==> src/rtl/rf_pkg.sv <==
// Shared types and sizes for the register-file write arbiter.
// The hold entry format and the arbiter side encoding live here.
package rf_pkg;

   localparam int RF_AW   = 3;
   localparam int RF_DW   = 8;
   localparam int RF_NREG = 1 << RF_AW;

   typedef struct packed {
      logic             v;
      logic [RF_AW-1:0] addr;
      logic [RF_DW-1:0] data;
   } rf_wr_t;

   typedef enum logic {
      SIDE_A = 1'b0,
      SIDE_B = 1'b1
   } rf_side_e;

   function automatic rf_side_e other_side(input rf_side_e s);
      return (s == SIDE_A) ? SIDE_B : SIDE_A;
   endfunction

endpackage

==> src/rtl/rf_req_hold.sv <==
// One-entry write holding register: loads on valid&ready and drains when granted.
// Ready is high when empty or draining this cycle, so it refills back-to-back; held at 0 in reset.
module rf_req_hold
   import rf_pkg::*;
(
   input  logic             Clk,
   input  logic             Rst_n,
   input  logic             valid,
   output logic             ready,
   input  logic [RF_AW-1:0] addr,
   input  logic [RF_DW-1:0] data,
   input  logic             gnt,
   output rf_wr_t           hold
);

   assign ready = Rst_n & (~hold.v | gnt);

   always_ff @(posedge Clk or negedge Rst_n) begin
      if (!Rst_n) begin
         hold <= '0;
      end else if (valid && ready) begin
         hold <= '{v: 1'b1, addr: addr, data: data};
      end else if (gnt) begin
         hold.v <= 1'b0;
      end
   end

endmodule

==> src/rtl/rf_write_arbiter.sv <==
// Two-requester arbiter for the register-file write port; accept->We is 1 cycle plus 1 per lost round.
// Round-robin by default; defining FIXED_PRIO_EN makes A always win. Losing side's ready stays low.
module rf_write_arbiter
   import rf_pkg::*;
#(
   parameter int AW   = RF_AW,
   parameter int DW   = RF_DW,
   parameter int NREG = 1 << AW
) (
   input  logic            Clk,
   input  logic            Rst_n,
   input  logic            A_valid,
   output logic            A_ready,
   input  logic [AW-1:0]   A_addr,
   input  logic [DW-1:0]   A_data,
   input  logic            B_valid,
   output logic            B_ready,
   input  logic [AW-1:0]   B_addr,
   input  logic [DW-1:0]   B_data,
   output logic            We,
   output logic [AW-1:0]   Waddr,
   output logic [DW-1:0]   Wdata,
   output logic [NREG-1:0] Pending,
   output logic            Idle
);

   rf_wr_t hold_a;
   rf_wr_t hold_b;
   logic   gnt_a;
   logic   gnt_b;

   rf_req_hold u_hold_a (
      .Clk   (Clk),
      .Rst_n (Rst_n),
      .valid (A_valid),
      .ready (A_ready),
      .addr  (A_addr),
      .data  (A_data),
      .gnt   (gnt_a),
      .hold  (hold_a)
   );

   rf_req_hold u_hold_b (
      .Clk   (Clk),
      .Rst_n (Rst_n),
      .valid (B_valid),
      .ready (B_ready),
      .addr  (B_addr),
      .data  (B_data),
      .gnt   (gnt_b),
      .hold  (hold_b)
   );

`ifdef FIXED_PRIO_EN
   assign gnt_a = hold_a.v;
   assign gnt_b = hold_b.v & ~hold_a.v;
`else
   rf_side_e rr_ptr;

   // Only the hold valids enter arbitration, so ready never depends on the inputs.
   assign gnt_a = hold_a.v & (~hold_b.v | (rr_ptr == SIDE_A));
   assign gnt_b = hold_b.v & (~hold_a.v | (rr_ptr == SIDE_B));

   always_ff @(posedge Clk or negedge Rst_n) begin
      if (!Rst_n) begin
         rr_ptr <= SIDE_A;
      end else if (gnt_a || gnt_b) begin
         rr_ptr <= other_side(gnt_a ? SIDE_A : SIDE_B);
      end
   end
`endif

   always_ff @(posedge Clk or negedge Rst_n) begin
      if (!Rst_n) begin
         We    <= 1'b0;
         Waddr <= '0;
         Wdata <= '0;
      end else begin
         We <= gnt_a | gnt_b;
         if (gnt_a) begin
            Waddr <= hold_a.addr;
            Wdata <= hold_a.data;
         end else if (gnt_b) begin
            Waddr <= hold_b.addr;
            Wdata <= hold_b.data;
         end
      end
   end

   always_comb begin
      Pending = '0;
      for (int i = 0; i < NREG; i++) begin
         Pending[i] = (hold_a.v & (hold_a.addr == AW'(i)))
                    | (hold_b.v & (hold_b.addr == AW'(i)))
                    | (We & (Waddr == AW'(i)));
      end
   end

   assign Idle = ~hold_a.v & ~hold_b.v & ~We;

endmodule

==> config.mk <==
export PLATFORM = sky130hd
export DESIGN_NAME = rf_write_arbiter
export DESIGN_NICKNAME = d
export VERILOG_FILES = /design/src/rtl/rf_pkg.sv /design/src/rtl/rf_req_hold.sv /design/src/rtl/rf_write_arbiter.sv
export SDC_FILE = /design/constraint.sdc
export NUM_CORES = 1
export LEC_CHECK = 0
export BUFFER_PORTS_ARGS = -buffer_cell sky130_fd_sc_hd__buf_2
export CAP_MARGIN = 20
export CORE_MARGIN = 4
export CORE_UTILIZATION = 35
export CTS_CLUSTER_DIAMETER = 30
export DETAILED_ROUTE_END_ITERATION = 12
export MAX_ROUTING_LAYER = met4
export PLACE_DENSITY = 0.54
export SKIP_CTS_REPAIR_TIMING = 1
export SKIP_LAST_GASP = 1
export SLEW_MARGIN = 20
export SYNTH_ARGS = -nofsm -noshare
export SYNTH_HDL_FRONTEND = slang
export SYNTH_HIERARCHICAL = 1
export SYNTH_SLANG_ARGS = --single-unit
==> constraint.sdc <==
create_clock -name Clk -period 1.69 [get_ports Clk]
set_clock_uncertainty 0.05 [all_clocks]
set_input_delay 0.2535 -clock Clk [delete_from_list [all_inputs] [get_ports Clk]]
set_output_delay 0.2535 -clock Clk [all_outputs]
set_load 0.05 [all_outputs]
# == Word-level counts from Yosys, hierarchy flattened ==
# Cells that the tools add are included.
# op_classes
n_eq_ne,21
n_mux,9
n_bitwise,55
n_reduce_logical,9
# op_table
operator,n
== test 3 bit (second input constant),12
bitwise AND 1 bit,30
OR 1 bit,21
== test 3 x 2 -> 1 bit (second input constant),6
2-to-1 mux 8 bit,2
== test 3 x 1 -> 1 bit (second input constant),3
zero test 3 bit,3
2-to-1 mux 3 bit,2
nonzero test 2 bit,3
2-to-1 mux 1 bit,5
inverter 1 bit,4
logical AND 1 bit,2
logical OR 1 bit,1
# word_totals
regBits,37
inputBits,26
word_cells,104

# == Logic depth before layout (Yosys ltp) ==
# Gate-level depths: netlist of the first run.
# logic_depth
word_depth,7
depth_mapped,9
ltp_nobuf,6

# == Modules after synthesis ==
# Netlist of the first run, hierarchy kept.
# modules_own_cells
mod,n_inst,cells_each,area_each_um2
rf_req_hold,2,29,524.3
rf_write_arbiter,1,109,968.4

# == Least setup slack after synthesis of the first run ==
# OpenSTA, ideal clock, no wires.
# synth_timing
path_kind,register -> output
from,register u_hold_b/hold[11] in the netlist's numbering
to,output Pending[3]
t_arrival_ns,2.461
setup_slack_ns,-1.075
path_stages_with_launch,4
path_cell_list,dfrtp_1 buf_2 nand2_1 o311ai_0
# synth_between
elab_chain_len,3
# synth_lines
element,line_no,text
"start, declared",rf_req_hold.sv:13,output rf_wr_t hold
"start signal, assigned",rf_req_hold.sv:22,"hold <= '{v: 1'b1, addr: addr, data: data};"
bitwise AND 1 bit,rf_write_arbiter.sv:94,| (hold_b.v & (hold_b.addr == AW'(i)))
OR 1 bit,rf_write_arbiter.sv:94,
OR 1 bit,rf_write_arbiter.sv:95,| (We & (Waddr == AW'(i)));
"end, declared",rf_write_arbiter.sv:23,"output logic [NREG-1:0] Pending,"
# Every way passes these cells.

# == Worst setup path after layout of the first run ==
# layout_timing
from,register u_hold_a/hold[11] in the netlist's numbering
to,output Pending[2]
# layout_between
elab_chain_len,3
# layout_lines
element,line_no,text
"start, declared",rf_req_hold.sv:13,
"start signal, assigned",rf_req_hold.sv:22,
bitwise AND 1 bit,rf_write_arbiter.sv:93,Pending[i] = (hold_a.v & (hold_a.addr == AW'(i)))
OR 1 bit,rf_write_arbiter.sv:94,
OR 1 bit,rf_write_arbiter.sv:95,
# Every way passes these cells.

==> results of run 1 <==
-- final timing paths --
check,end,cells after the start,from,slack [ns]
setup / recovery,Pending[2],4,u_hold_a/hold[11],-0.09
hold / removal,u_hold_a/hold[0],2,Rst_n,0.02
setup reg to reg,u_hold_b/hold[4],6,u_hold_b/hold[11],0.05
hold reg to reg,u_hold_b/hold[5],1,u_hold_b/hold[5],0.47
max in group asynchronous,Wdata[5],3,Rst_n,0.75
min in group Clk,u_hold_a/hold[5],2,A_data[5],0.14
-- area by class of cell --
type | instances | area [um2]
repair buffers | 79 | 586.8
flip-flops and latches | 37 | 934.6
clock buffers | 5 | 68.82
well taps | 72 | 90.09
fillers | 527 | 2753
inverters | 3 | 11.26
clock inverters | 2 | 35.03
multi-input cells | 117 | 1061
-- per-stage QoR --
step / instances / util, % / setup WS (ns)
after detailed placement: 299 / 44.72 / 0.08948
after floorplan: 167 / - / -0.04493
after global placement: 299 / 44.72 / 0.1019
after global routing: 315 / 50.32 / -0.1392
after CTS: 306 / 46.59 / -0.2303
final: 315 / 50.32 / -0.08539
-- flip-flops by register name, summed over array words and instances (netlist names) --
| register | flops |
|---|---|
| rr_ptr | 1 |
| u_hold_a/hold | 12 |
| We | 1 |
| u_hold_b/hold | 12 |
| Wdata | 8 |
| Waddr | 3 |
-- power by group --
part	total, mW	internal (mW)	leakage, nW	switching (mW)
logic	4.04	1.79	0.868	2.25
registers	1.74	1.36	0.426	0.387
clock network	0.736	0.429	0.0540	0.307
-- worst max-delay path: cells and delay by family (launching register included) --
family | cells | cell delay [ns]
AO/OA/AOI/OAI | 2 | 0.37
buffers and inverters | 1 | 0.16
flip-flops | 1 | 0.45
AND/OR/NAND/NOR | 1 | 0.21
-- cells in the final DEF (no fill, tap or decap), drive strengths merged, types with 2 or more instances in the layout --
cell type     n
buf          77
dfrtp        37
mux2         24
nand3        11
a31oi        10
o21ai        10
nand2         9
and3b         9
mux2i         8
nor2b         6
clkbuf        5
nor2          4
nand2b        3
inv           3
nand3b        3
nand4         3
nand4b        2
o22ai         2
dlygate4sd3   2
and2          2
and2b         2
a22oi         2
-- cells by family after synthesis --
kind of cell	count (synthesis)	synth area share [%]
AOI/OAI and AO/OA	30	9.181
muxes	32	21.09
DFF	37	45.91
and+or+nand+nor	55	18.30
buffers and inverters	13	5.521
-- metal layers --
metal,wire length (um),share of wire (%),GRT usage (%),up-vias
li1,-,-,-,758
met1,2350,48,20.42,763
met2,2212,45,19.81,43
met3,281,5.8,3.356,4
met4,27,0.55,2.632,0
met5,0,0,-,-
==> results.toml, run 1 <==
[outcome]
outcome = "complete, but fails checks"
violations = "negative setup slack"

[drt]
ant_nets = 0
routed_via_density = 4.978
vias = 1568
drt-initial-drc-count = 79
drc = 0
drt-pass1-iter-count = 4
wire_per_inst_um = 15.46
postRouteWirelength_um = 4871

[yosys]
synthFlopType = "dfrtp_1"
synth_edf_count = 0
syn_inst = 167
synth_nets = 193
synth_async_sr_flop_share_pct = 100.0
synth_common_cells = "dfrtp_1, mux2_4, nand3_1"
yosysTopAreaCell = "dfrtp_1"
synth_area_leaders = "dfrtp_1, mux2_4, mux2i_1"
yosysWarnings = 6
synth-seq-area-share_pct = 45.91
ys_ff_latch = 37
synth_most_common_cell = "dfrtp_1"
syn_area_um2 = 2017
yosysTopAreaCellShare_pct = 45.91
yosysUniqueCellTypes = 36
syn_avg_cell_area_um2 = 12.08

[sta]
period_minus_slack_ns = 1.775
tightest_slew_ns = 0.3629
timing.fmax_mhz = 563.3
maxSlewViolCount = 0
fin_ws_ns = -0.08539
relSlewSlack_pct = 75.73
period_share_pct = 105.1
hold_viol = 0
rsz0062_at_grt = "true"
setup_viol = 3
tns_ns = -0.1039
whs_ns = 0.02107

[worst_setup_path]
arrival_ns = 1.47
critPathLaunchType = "flip-flop"
cp_max_fo = 5
max_stage_delay_ns = 0.45
cp_cell_sequence = "and2b_4, a22oi_2, o31ai_4, buf_6"
critical_path_class = "flip-flop to output port"
crit_required_ns = 1.39
crit_path_end_kind = "output port"
cp_slowest_cell = "dfrtp_2"

[placement]
gp_congestion = 0.8145
dp_hpwl_um = 3501
placed_area_um2 = 2477
port_buffers = 48

[floorplan]
rows = 27
die_y_um = 83.91
dieArea_um2 = 7041
die_x_um = 83.91
core_area_um2 = 5540
start_util_pct = 36.40
io_pins = 49

[finish]
syn_to_final_growth_pct = 38.21
final_layout_size_suffix_gt1_share_pct = 56.79
nets = 269
design_area_um2 = 2788
n_antenna_cell = 0

[global_routing]
antenna_found_initial = 0
gr-total-overflow = 0
grt_pass1_wl_um = 7755
grt_max_degree = 23
grt_usage_pct = 13.98
grt_pass1_vias = 1537

[power]
ir_worst_vdd_mv = 1.023
p_total_mw = 6.522
p_leak_nw = 1.349
p_per_area_nw_per_um2 = 2340

[clocking]
cts_made_buffers = 5
path_clk_slew_ns = 0.08
ctsRootBufferMaster = "clkbuf_8"
htreeDepth = 2
cts.sinks = 37
cts_tree = "done"
clock_latency_ns = 0.28
clockBufferDepth = 2

[run]
max_cap_violations = 0

[hold_path]
hp-class = "input port to asynchronous set/reset pin"
Note: power is estimated with default switching activity, not from simulation.
==> inputs of run 2 (changes only) <==
--- a/config.mk
+++ b/config.mk
@@ -6,13 +6,12 @@
 export NUM_CORES = 1
 export LEC_CHECK = 0
 export BUFFER_PORTS_ARGS = -buffer_cell sky130_fd_sc_hd__buf_2
-export CAP_MARGIN = 20
+export CAP_MARGIN = 40
 export CORE_MARGIN = 4
 export CORE_UTILIZATION = 35
 export CTS_CLUSTER_DIAMETER = 30
 export DETAILED_ROUTE_END_ITERATION = 12
 export MAX_ROUTING_LAYER = met4
-export PLACE_DENSITY = 0.54
 export SKIP_CTS_REPAIR_TIMING = 1
 export SKIP_LAST_GASP = 1
 export SLEW_MARGIN = 20
==> results.toml, run 2 (synthesized netlist as in run 1, its figures left out) <==
[drt]
ant_nets = 0
drc = 0
wire_per_inst_um = 15.51
drt-initial-drc-count = 55
routed_via_density = 4.962
drt-pass1-iter-count = 4
postRouteWirelength_um = 4855
vias = 1553

[worst_setup_path]
cp_slowest_cell = "dfrtp_2"
cp_max_fo = 5
arrival_ns = 1.46
critical_path_class = "flip-flop to output port"
max_stage_delay_ns = 0.46
path_buf_inv = 1
cp_cell_sequence = "and2b_4, a22oi_2, o31ai_4, buf_6"
crit_required_ns = 1.39
r2r-start = "u_hold_b/hold[11]"
cpLargestDelayFamily = "flip-flops"
cp-startpoint = "u_hold_a/hold[11]"
crit_path_end_kind = "output port"
critPathLaunchType = "flip-flop"

[finish]
design_area_um2 = 2774
final_common_cell = "buf_2"
nets = 266
top_regs = "u_hold_a/hold: 12 flops, u_hold_b/hold: 12 flops, Wdata: 8 flops"
syn_to_final_growth_pct = 37.53
n_antenna_cell = 0
final_layout_size_suffix_gt1_share_pct = 58.51
final_cell_mix = "buf_2, dfrtp_1, buf_4"

[sta]
maxSlewViolCount = 0
fin_ws_ns = -0.07670
tightest_slew_ns = 0.2543
timing.fmax_mhz = 566.0
setup_viol = 4
period_minus_slack_ns = 1.767
rsz0062_at_grt = "true"
period_share_pct = 104.5
relSlewSlack_pct = 83.16
hold_viol = 0

[outcome]
violations = "negative setup slack"
outcome = "complete, but fails checks"

[floorplan]
start_util_pct = 36.40
rows = 27
die_x_um = 83.91
core_area_um2 = 5540
die_y_um = 83.91
dieArea_um2 = 7041
io_pins = 49

[global_routing]
antenna_found_initial = 0
grt_pass1_wl_um = 7610
grt_usage_pct = 14.01
gr-total-overflow = 0
grt_pass1_vias = 1505
grt_max_degree = 20

[run]
max_cap_violations = 0

[power]
p_total_mw = 6.584
p_leak_nw = 1.351
ir_worst_vdd_mv = 1.105
p_per_area_nw_per_um2 = 2374

[placement]
placed_area_um2 = 2460
port_buffers = 48
dp_hpwl_um = 3419
gp_congestion = 0.7929

[clocking]
cts_tree = "done"
ctsRootBufferMaster = "clkbuf_8"
path_clk_slew_ns = 0.08
htreeDepth = 2
cts.sinks = 37
clock_latency_ns = 0.29
cts_made_buffers = 5
clockBufferDepth = 2

[hold_path]
hp-class = "input port to asynchronous set/reset pin"
==> run 2: layer usage <==
metal	GRT usage [%]	wire [um]	up-vias	share of wire, %
met5	-	0	-	0
li1	-	-	758	-
met3	4.541	230	4	4.7
met1	18.85	2267	740	47
met4	3.509	30	0	0.62
met2	20.46	2325	51	48
==> run 2: power by group <==
part	switching [mW]	internal [mW]
clock network	0.305	0.438
logic	2.26	1.80
registers	0.420	1.36
==> run 2: path summary, 6_finish.rpt <==
| path | depth (start not counted) | slack [ns] | end |
|---|---|---|---|
| worst max-delay path | 4 | -0.08 | Pending[2] |
| worst min-delay path | 2 | 0.004 | u_hold_a/hold[6] |
| worst max register to register | 6 | 0.08 | u_hold_a/hold[5] |
| worst min register to register | 1 | 0.47 | u_hold_b/hold[1] |
| max in group asynchronous | 2 | 1.37 | Waddr[1] |
| min in group Clk | 2 | 0.14 | u_hold_a/hold[9] |
==> run 2: final cells by class <==
cell class | instances | area [um2]
clock buffer | 6 | 72.57
clock inverter | 2 | 35.03
fill | 534 | 2766
inverter | 3 | 11.26
multi-input combinational | 117 | 1082
sequential | 37 | 937.1
tap | 72 | 90.09
timing repair buffer | 76 | 545.5
==> run 2: per-stage QoR <==
step	worst slack [ns]	TNS (ns)	hold WS [ns]	util, %	std cells
2_1_floorplan	-0.04493	-0.6612	-0.09209	-	167
3_3_place_gp	0.1177	0	0.3126	44.40	300
3_5_place_dp	0.06913	0	0.3261	44.40	300
4_1_cts	-0.2437	-1.756	0.004924	46.34	308
5_1_grt	-0.1341	-0.7683	0.01634	50.07	313
6_report	-0.07670	-0.1232	0.003806	50.07	313
==> inputs of run 3 (changes only) <==
--- a/config.mk
+++ b/config.mk
@@ -12,6 +12,7 @@
 export CTS_CLUSTER_DIAMETER = 30
 export DETAILED_ROUTE_END_ITERATION = 12
 export MAX_ROUTING_LAYER = met4
+export REMOVE_ABC_BUFFERS = 1
 export SKIP_CTS_REPAIR_TIMING = 1
 export SKIP_LAST_GASP = 1
 export SLEW_MARGIN = 20
==> results.toml, run 3 (synthesized netlist as in run 1, its figures left out) <==
[floorplan]
io_pins = 49
die_y_um = 83.91
core_area_um2 = 5540
die_x_um = 83.91
start_util_pct = 36.40
dieArea_um2 = 7041
rows = 27

[power]
p_sw_share_pct = 44.87
p_leak_nw = 1.348
p_per_area_nw_per_um2 = 2332
p_int_mw = 3.582
combinationalPowerShare_pct = 60.5
p_sw_mw = 2.915
seqPwrFrac_pct = 27.5
ir_worst_vdd_mv = 1.210
power_frac_clock_pct = 12.0
p_total_mw = 6.497

[sta]
maxSlewViolCount = 0
period_share_pct = 106.3
rsz0062_at_grt = "true"
setup_viol = 8
whs_ns = 0.1452
relSlewSlack_pct = 72.59
fin_ws_ns = -0.1073
tightest_slew_ns = 0.4097
timing.fmax_mhz = 556.4
period_minus_slack_ns = 1.797
hold_viol = 0

[worst_setup_path]
cp-startpoint = "u_hold_b/hold[11]"
reg2reg_to = "u_hold_b/hold[5]"
r2r-start = "rr_ptr"
cp_max_fo = 8
crit_path_end_kind = "output port"
rr_worst_depth = 7
critical_path_class = "flip-flop to output port"
arrival_ns = 1.49
critPathLaunchType = "flip-flop"
rrSetupSlack_ns = 0.04
crit_required_ns = 1.39

[finish]
final_cell_mix = "buf_2, dfrtp_1, buf_4, mux2_4, a31oi_1"
n_fill_cell = 506
n_antenna_cell = 0
multi_input_comb_area_um2 = 1033
nets = 267
final_common_cell = "buf_2"
top_regs = "u_hold_a/hold: 12 flops, u_hold_b/hold: 12 flops, Wdata: 8 flops"
final_core_utilization_pct = 50.29
design_area_um2 = 2786
seq_area_um2 = 933.4
syn_to_final_growth_pct = 38.15
final_layout_size_suffix_gt1_share_pct = 54.13

[global_routing]
grt_max_degree = 22
antenna_found_initial = 0
grt_pass1_vias = 1470
grt_pass1_wl_um = 7493
gr-total-overflow = 0
grt_usage_pct = 13.92

[outcome]
violations = "negative setup slack"
outcome = "complete, but fails checks"

[placement]
port_buffers = 48
placed_area_um2 = 2435
place_ws_ns = 0.06755
dp_hpwl_um = 3576
gp_congestion = 0.8754

[hold_path]
hp-class = "input port to flip-flop"
min-delay-start = "B_data[0]"
min_path_cells = 2
min_to = "u_hold_b/hold[0]"

[drt]
routed_via_density = 5.019
drt-pass1-iter-count = 4
postRouteWirelength_um = 4948
drc = 0
ant_nets = 0
drt-initial-drc-count = 81
wire_per_inst_um = 15.76
vias = 1576

[clocking]
ctsRootBufferMaster = "clkbuf_8"
cts.sinks = 37
clockBufferDepth = 2
htreeDepth = 2
cts_made_buffers = 5
clock_latency_ns = 0.28
cts_tree = "done"
path_clk_slew_ns = 0.07

[run]
max_cap_violations = 0
-- run 3: layout make-up --
cell class / instances / area share, %
multi-input cells: 117 / 37.09
clock buffers: 7 / 3.098
well taps: 72 / 3.233
inverters: 3 / 0.4041
clock inverters: 1 / 1.078
flip-flops and latches: 37 / 33.50
repair buffers: 77 / 21.60
-- run 3: how the worst max path moves through the flow --
stage                             endpoint  slack (ns)  depth (start not counted)
after detailed placement  u_hold_a/hold[4]        0.07                          5
after floorplan                 Pending[3]       -1.33                          2
after global placement    u_hold_b/hold[4]        0.08                          7
after global routing            Pending[4]       -0.19                          5
final                           Pending[1]       -0.11                          5
after CTS                       Pending[3]       -0.21                          5
-- run 3: metrics by stage --
| stage | cells | TNS, ns |
|---|---|---|
| 2_1_floorplan | 157 | -12.39 |
| 3_3_place_gp | 297 | 0 |
| 3_5_place_dp | 297 | 0 |
| 4_1_cts | 305 | -1.667 |
| 5_1_grt | 314 | -1.377 |
| 6_report | 314 | -0.4866 |
-- run 3: layer usage --
layer	share of wire [%]	vias to the layer above	GRT usage (%)
li1	-	766	-
met1	46	757	17.67
met2	48	49	21.91
met3	4.9	4	3.751
met4	0.73	0	3.947
met5	0	-	-
-- run 3: power groups by stage --
| stage | Clock (mW) | Combinational (mW) | Sequential, mW |
|---|---|---|---|
| 2_1_floorplan | 0 | 1.87 | 2.32 |
| 3_3_place_gp | 0 | 3.44 | 1.77 |
| 3_5_place_dp | 0 | 3.46 | 1.76 |
| 4_1_cts | 0.802 | 3.47 | 1.75 |
| 5_1_grt | 0.841 | 4.15 | 1.86 |
| 6_report | 0.779 | 3.93 | 1.79 |
-- run 3: worst max-delay path: stages (launching register included) --
cell and delay (ns):
dfrtp_2 0.45, buf_6 0.15, and2b_2 0.22, nand3b_1 0.10
nand3_1 0.08, clkbuf_4 0.21
